===== src/rtl/toast_pkg.sv =====
// Shared encodings for the toast datapath: ALU op constants plus the
// operation codes and sequencer states of the PC/stack unit.
package toast_pkg;

  localparam logic [3:0] ALU_ADD = 4'h0;
  localparam logic [3:0] ALU_SUB = 4'h1;
  localparam logic [3:0] ALU_AND = 4'h2;
  localparam logic [3:0] ALU_OR  = 4'h3;
  localparam logic [3:0] ALU_XOR = 4'h4;
  localparam logic [3:0] ALU_SHL = 4'h5;
  localparam logic [3:0] ALU_SHR = 4'h6;
  localparam logic [3:0] ALU_PASS = 4'h7;

  typedef enum logic [2:0] {
    OP_NOP  = 3'd0,
    OP_STEP = 3'd1,
    OP_JUMP = 3'd2,
    OP_CALL = 3'd3,
    OP_RET  = 3'd4,
    OP_PUSH = 3'd5,
    OP_POP  = 3'd6
  } op_code_t;

  typedef enum logic [1:0] {
    ST_IDLE  = 2'd0,
    ST_WRITE = 2'd1,
    ST_READ  = 2'd2
  } pc_state_t;

endpackage


===== src/rtl/pc_stack_unit.sv =====
// Program counter and descending hardware stack with a single-port memory
// interface; PUSH/CALL take one write cycle, POP/RET wait for read data.
//
// Handshake: an operation is accepted on a rising edge where op_valid and
// op_ready are both high; op_ready is high only while idle, so op_code,
// op_target and op_data need only be valid in the accept cycle.
module pc_stack_unit
  import toast_pkg::*;
#(
  parameter int               WIDTH       = 16,
  parameter logic [WIDTH-1:0] SP_RESET    = 16'h8000,
  parameter logic [WIDTH-1:0] STACK_LIMIT = 16'h7FF0,
  parameter logic [WIDTH-1:0] PC_RESET    = 16'h0000
) (
  input  logic             clock,
  input  logic             reset,
  input  logic             op_valid,
  output logic             op_ready,
  input  logic [2:0]       op_code,
  input  logic [WIDTH-1:0] op_target,
  input  logic [WIDTH-1:0] op_data,
  output logic             mem_req,
  output logic             mem_we,
  output logic [WIDTH-1:0] mem_addr,
  output logic [WIDTH-1:0] mem_wdata,
  input  logic [WIDTH-1:0] mem_rdata,
  input  logic             mem_rvalid,
  output logic [WIDTH-1:0] pc,
  output logic [WIDTH-1:0] sp,
  output logic [WIDTH-1:0] pop_data,
  output logic             done,
  output logic             err,
  output logic             fault_overflow,
  output logic             fault_underflow,
  input  logic             fault_clear
);

  localparam logic [WIDTH-1:0] ONE = {{(WIDTH-1){1'b0}}, 1'b1};

  pc_state_t        state, state_next;
  op_code_t         op_c, cur_op;
  logic [WIDTH-1:0] wdata_q, target_q;
  logic             accept, is_push, is_pop, overflow, underflow;

  always_comb begin
    op_c       = op_code_t'(op_code);
    op_ready   = (state == ST_IDLE);
    accept     = op_valid && op_ready;
    is_push    = (op_c == OP_PUSH) || (op_c == OP_CALL);
    is_pop     = (op_c == OP_POP) || (op_c == OP_RET);
    overflow   = accept && is_push && (sp == STACK_LIMIT);
    underflow  = accept && is_pop && (sp == SP_RESET);
    state_next = state;
    case (state)
      ST_IDLE: begin
        if (accept && is_push && !overflow) state_next = ST_WRITE;
        if (accept && is_pop && !underflow) state_next = ST_READ;
      end
      ST_WRITE: state_next = ST_IDLE;
      ST_READ:  if (mem_rvalid) state_next = ST_IDLE;
      default:  state_next = ST_IDLE;
    endcase
    // Address/data are forced to zero while idle so the bus is quiet.
    mem_req   = (state != ST_IDLE);
    mem_we    = (state == ST_WRITE);
    mem_addr  = (state == ST_IDLE) ? '0 : sp;
    mem_wdata = (state == ST_WRITE) ? wdata_q : '0;
  end

  always_ff @(posedge clock) begin
    if (reset) begin
      state           <= ST_IDLE;
      cur_op          <= OP_NOP;
      pc              <= PC_RESET;
      sp              <= SP_RESET;
      pop_data        <= '0;
      wdata_q         <= '0;
      target_q        <= '0;
      done            <= 1'b0;
      err             <= 1'b0;
      fault_overflow  <= 1'b0;
      fault_underflow <= 1'b0;
    end else begin
      state <= state_next;
      done  <= 1'b0;
      err   <= 1'b0;
      // Clear first so a fault raised in this same cycle overrides it.
      if (fault_clear) begin
        fault_overflow  <= 1'b0;
        fault_underflow <= 1'b0;
      end
      case (state)
        ST_IDLE: if (accept) begin
          cur_op   <= op_c;
          target_q <= op_target;
          case (op_c)
            OP_STEP: begin pc <= pc + ONE; done <= 1'b1; end
            OP_JUMP: begin pc <= op_target; done <= 1'b1; end
            OP_PUSH, OP_CALL: begin
              if (overflow) begin
                fault_overflow <= 1'b1;
                done           <= 1'b1;
                err            <= 1'b1;
              end else begin
                wdata_q <= (op_c == OP_PUSH) ? op_data : pc + ONE;
              end
            end
            OP_POP, OP_RET: begin
              if (underflow) begin
                fault_underflow <= 1'b1;
                done            <= 1'b1;
                err             <= 1'b1;
              end else begin
                sp <= sp + ONE;
              end
            end
            default: done <= 1'b1;
          endcase
        end
        ST_WRITE: begin
          sp   <= sp - ONE;
          done <= 1'b1;
          if (cur_op == OP_CALL) pc <= target_q;
        end
        ST_READ: if (mem_rvalid) begin
          done <= 1'b1;
          if (cur_op == OP_RET) pc <= mem_rdata;
          else pop_data <= mem_rdata;
        end
        default: ;
      endcase
    end
  end

endmodule


===== config.mk =====
export PLATFORM = sky130hd
export DESIGN_NAME = pc_stack_unit
export DESIGN_NICKNAME = d
export VERILOG_FILES = /design/src/rtl/toast_pkg.sv /design/src/rtl/pc_stack_unit.sv
export SDC_FILE = /design/constraint.sdc
export NUM_CORES = 1
export LEC_CHECK = 0
export BUFFER_PORTS_ARGS = -buffer_cell sky130_fd_sc_hd__buf_2
export CAP_MARGIN = 20
export CORE_ASPECT_RATIO = 1.2
export CORE_MARGIN = 2
export CORE_UTILIZATION = 45
export DETAILED_ROUTE_END_ITERATION = 12
export PLACE_DENSITY = 0.7
export SETUP_SLACK_MARGIN = 0.4
export SYNTH_ARGS = -nofsm -noshare
export SYNTH_HDL_FRONTEND = slang
export SYNTH_SLANG_ARGS = --single-unit

===== constraint.sdc =====
create_clock -name clock -period 4 [get_ports clock]
set_input_delay 0.8 -clock clock [delete_from_list [all_inputs] [get_ports clock]]
set_output_delay 0.8 -clock clock [all_outputs]
set_load 0.05 [all_outputs]

# Yosys cells after proc, flatten, opt, wreduce, memory -nomap -nowiden
# Index checks and enable logic that the tools add are counted.
classes:
  n_eq_ne: 20
  bitwise_logic: 4
  add_sub_neg: 3
  n_mux: 34
  reduce_logical: 24
ops:
  columns: ["op", "n"]
  rows:
  - ["16-bit two-way mux", 10]
  - ["16-bit case mux with 2 select lines", 2]
  - ["16-bit case mux with 3 select lines", 1]
  - ["16-bit by 1-bit adder with 16-bit output (second input constant)", 2]
  - ["16-bit by 15-bit equality test with 1-bit output (second input constant)", 1]
  - ["16-bit equality test (second input constant)", 1]
  - ["16-bit by 1-bit subtractor with 16-bit output (second input constant)", 1]
  - ["1-bit two-way mux", 14]
  - ["3-bit equality test (second input constant)", 4]
  - ["3-bit by 2-bit equality test with 1-bit output (second input constant)", 3]
  - ["4-bit AND reduction", 2]
  - ["1-bit logical AND", 7]
  - ["2-bit two-way mux", 3]
  - ["2-bit by 1-bit != test with 1-bit output (second input constant)", 3]
  - ["2-bit != test (second input constant)", 3]
  - ["3-bit by 1-bit != test with 1-bit output (second input constant)", 2]
  - ["6-bit AND reduction", 1]
  - ["1-bit NOT", 4]
  - ["1-bit case mux with 2 select lines", 2]
  - ["2-bit case mux with 2 select lines", 1]
  - ["2-bit AND reduction", 2]
  - ["2-bit nonzero test", 2]
  - ["2-bit OR reduction", 2]
  - ["3-bit by 1-bit equality test with 1-bit output (second input constant)", 1]
  - ["other kinds (9)", 11]
word_totals:
  in_bits: 56
  out_inout_bits: 87
  wordCells: 96
  register_bits: 89

# Logic depth before layout (Yosys ltp)
depth:
  word_depth: 9
  mapped_depth: 10
  ltp_nobuf: 9

# Least setup slack after synthesis
# No wires, ideal clock.
synth_path:
  kind: "register to output"
  startpoint: "register state[1]"
  endpoint: "output mem_wdata[10]"
  setup_slack_ns: 1.015
  n_path_buf: 2
  t_required_ns: 3.200
  path_stages_with_launch: 6
  arrival_time_ns: 2.185
  path_cell_list: "dfxtp_1 -> inv_1 -> ha_1 -> clkbuf_1 -> clkbuf_1 -> and2_1"
synth_between:
  elab_chain_cells: 2
synth_rtl:
  columns: ["element", "line_no", "rtl"]
  rows:
  - ["start, declared", "pc_stack_unit.sv:40", "pc_state_t state, state_next;"]
  - ["start signal, assigned", "pc_stack_unit.sv:84", "state <= state_next;"]
  - ["2-bit by 1-bit equality test with 1-bit output", null, null]
  - ["net mem_we", "pc_stack_unit.sv:23", "output logic mem_we,"]
  - ["16-bit two-way mux", "pc_stack_unit.sv:67", "mem_wdata = (state == ST_WRITE) ? wdata_q : '0;"]
  - ["end, declared", "pc_stack_unit.sv:25", "output logic [WIDTH-1:0] mem_wdata,"]
# The timed path passes the listed nets, and every way through them passes these cells.

# Worst setup path in the final report
layout_path:
  startpoint: "register state[1]"
  endpoint: "register sp[15]"
layout_between:
  elab_chain_cells: 6
  word_cells_on_any_way: 11
  cone_classes: "eq/ne: 4; mux: 1; reduce/logical: 6"
layout_rtl:
  columns: ["element", "line_no", "rtl"]
  rows:
  - ["2-bit zero test", "pc_stack_unit.sv:47, pc_stack_unit.sv:92", null]
  - ["1-bit logical AND", "pc_stack_unit.sv:48", "accept = op_valid && op_ready;"]
  - ["1-bit logical AND (2 in a row)", "pc_stack_unit.sv:52", "underflow = accept && is_pop && (sp == SP_RESET);"]
  - ["2-bit != test (no source line)", null, null]
  - ["4-bit AND reduction (no source line)", null, null]
  - ["end signal, assigned", "pc_stack_unit.sv:114", "sp <= sp + ONE;"]
  - ["end signal, assigned", "pc_stack_unit.sv:121", "sp <= sp - ONE;"]
  - ["end, declared", "pc_stack_unit.sv:29", "output logic [WIDTH-1:0] sp,"]
# Several ways; a longest one is shown, not always the timed one.
# A chain may end at the register's enable or synchronous reset.

==> results.toml <==
[floorplan]
ios = 143
initial_core_util_pct = 45.5
row_count = 43
die_x_um = 102
coreArea_mm2 = 0.0114
die_area_mm2 = 0.0124
die_h_um = 122

[detailed_routing]
ant_nets = 0
vias = 5319
detail_route.first_pass.iterations = 7
viasPerCell = 5.56
drt_first_iter_violations = 227
post_drt_wl_per_cell_um = 15.6
drc = 0
drt_wl_total_um = 14900

[clocking]
hold_buffers = 0
clkTransAtPathRegs_ns = 0.07
clock_sinks = 89
htree_levels = 3
cts.path.max_buffers = 2
insertion_delay_ns = 0.34
cts_resized = 0
numCtsBuffers = 9
cts_root_buffer = "clkbuf_16"
cts_tree = "built"
postCtsSetupBuffers = 0

[setup_path]
end_kind = "register"
crit_path_max_incr_delay_ns = 0.59
slowest_stage = "ha_2"
worstPathRequired_ns = 4.22
critical_path_class = "register to register"
worst_ep_arrival_time_ns = 3.15
crit_chain = "inv_1, ha_2, buf_4, ha_1, nand4_1, a21oi_1, a211o_1, a2111oi_2, nor3_2"
cp_max_fo = 30
startpoint_type = "register"
reg2reg_setup_slack_ns = 1.07

[sta]
hold_viol = 0
min_period_ns = 2.93
setup_violations = 0
skew_ns = 0.00624
fmax_mhz = 341
worst_slew_pin_slew_ns = 0.781
max_slew_margin_pct = 48.0
rsz0062_at_grt = "false"
min_period_over_period_pct = 73.2
maxSlewViolCount = 0
fin_setup_tns_ns = 0

[yosys]
synth_cells = 679
ys.flop_type = "dfxtp_1"
ys.warnings.count = 0
async_reset_ff_share_pct = 0
synth_seq_cells = 89
syn_nets = 755
synth_edf_count = 0
synth.avg_cell_area_um2 = 7.65
ys_seq_area_share_pct = 34.3
synth_area_mm2 = 0.00519
ys_types = 62

[global_route]
antenna_found_initial = 0
grt_pass1_vias = 4759
grt_pass1_wl_um = 23300
gr-usage-all-layers_pct = 23.5
grt.overflow.total = 0
grt_max_degree = 44

[power_and_ir_drop]
power_leakage_nw = 2.73
power.density_mw_per_mm2 = 378
ir_drop_mv = 0.176

[job]
drv_cap = 0

[placement]
port-buffer-count = 142
gp_congestion = 0.889
place_inst = 940
hpwlAfterDp_um = 11000

[final_layout]
n_fill_cell = 1146
multiInputGateArea_mm2 = 0.00318
synthToLayoutAreaGrowth_pct = 20.7
drive_gt1_share_pct = 22.3
diodes = 0
regArea_mm2 = 0.00178
finalNetCount = 870
final_cells = 956

[worst_hold_path]
min_path_type = "register to register"

[outcome]
status = "completed"
[registers in the layout (all words and copies together), names as in the netlist]
name	cells
pc	16
pop_data	16
sp	16
target_q	16
wdata_q	16
cur_op	3
state	2
done	1
err	1
fault_overflow	1
fault_underflow	1
[routing by layer]
| metal | routed length (um) | GRT usage (%) |
|---|---|---|
| met1 | 6780 | 32.3 |
| met5 | 0 | 0 |
| met2 | 7060 | 38.6 |
| met4 | 188 | 7.33 |
| met3 | 877 | 2.64 |
[synthesized netlist by cell type, drive strengths merged, types with 3 or more instances]
library cell | number | share of area [%]
o21a | 5 | 0.75
mux2i | 4 | 0.77
nor2 | 66 | 4.8
o21ai | 31 | 3.1
and2 | 18 | 2.2
nor3 | 14 | 1.4
nand3 | 18 | 1.7
a31oi | 7 | 0.84
a221o | 10 | 1.9
a22o | 3 | 0.51
xor2 | 12 | 2.0
buf | 13 | 1.7
a211o | 6 | 1.0
a211oi | 24 | 3.7
nor4 | 4 | 1.1
or4 | 3 | 0.51
clkbuf | 33 | 2.4
nand4 | 9 | 1.1
a21oi | 88 | 8.5
ha | 19 | 4.6
a22oi | 4 | 0.58
a21o | 8 | 1.2
dfxtp | 89 | 34
and3 | 5 | 0.60
inv | 11 | 0.79
xnor2 | 13 | 2.2
nor2b | 18 | 2.2
nand2 | 110 | 7.9
[cells by family after synthesis]
group	synth area share (%)
XOR/XNOR	4.22
AND/OR/NAND/NOR	25.6
multiplexers	0.771
buffers and inverters	4.84
AO/OA/AOI/OAI	25.3
flip-flops	34.3
adder cells (fa/ha/maj)	4.96
[stage by stage]
| step | power [mW] | area [um^2] | utilization, % | hold WS (ns) | worst slack, ns |
|---|---|---|---|---|---|
| 2_1_floorplan | 1.38 | 5190 | - | 0.427 | 1.02 |
| 3_3_place_gp | 1.51 | 5970 | 52.3 | 0.434 | 1.19 |
| 3_5_place_dp | 1.53 | 5970 | 52.3 | 0.442 | 1.08 |
| 4_1_cts | 2.38 | 6270 | 55.0 | 0.451 | 1.05 |
| 5_1_grt | 2.47 | 6270 | 55.0 | 0.473 | 0.718 |
| 6_report | 2.37 | 6270 | 55.0 | 0.450 | 1.07 |
[critical path, delay by kind of cell (launching register included)]
kind                       cells  cell delay (ns)
AOI/OAI and AO/OA              3             0.82
buffers and inverters          2             0.50
DFF                            1             0.33
and+or+nand+nor                2             0.23
adders and majority gates      2             0.93
[layout make-up]
cell class,instances,share of cell area (%)
multi-input cells,533,50.7
clock inverters,6,1.18
inverters,11,0.659
well taps,157,3.13
clock buffers,10,3.65
flip-flops and latches,89,28.4
repair buffers,150,12.3
[power by group]
group / total, mW / switching (mW) / internal [mW] / leakage (nW)
registers: 0.992 / 0.0570 / 0.935 / 0.724
clock network: 0.858 / 0.366 / 0.492 / 0.148
logic: 0.518 / 0.357 / 0.161 / 1.86
total: 2.37 / 0.781 / 1.59 / 2.73
[worst paths after layout]
path | startpoint | to | cells after the start
worst max-delay path | state[1] | sp[15] | 9
worst min-delay path | pop_data[8] | pop_data[8] | 2
worst max register to register | state[1] | sp[15] | 9
worst min register to register | pop_data[8] | pop_data[8] | 2
[placed cells by master, fill, tap and decap left out, types with 10 or more instances in the layout]
master      n
buf_2     142
nand2_1   110
dfxtp_1    89
a21oi_1    88
nor2_1     66
o21ai_0    30
a211oi_1   22
and2_1     18
nor2b_1    18
nand3_1    18
ha_1       18
nor3_1     13
xnor2_1    13
xor2_1     12
inv_1      11
a221o_1    10
(Power assumes the default switching activity.)
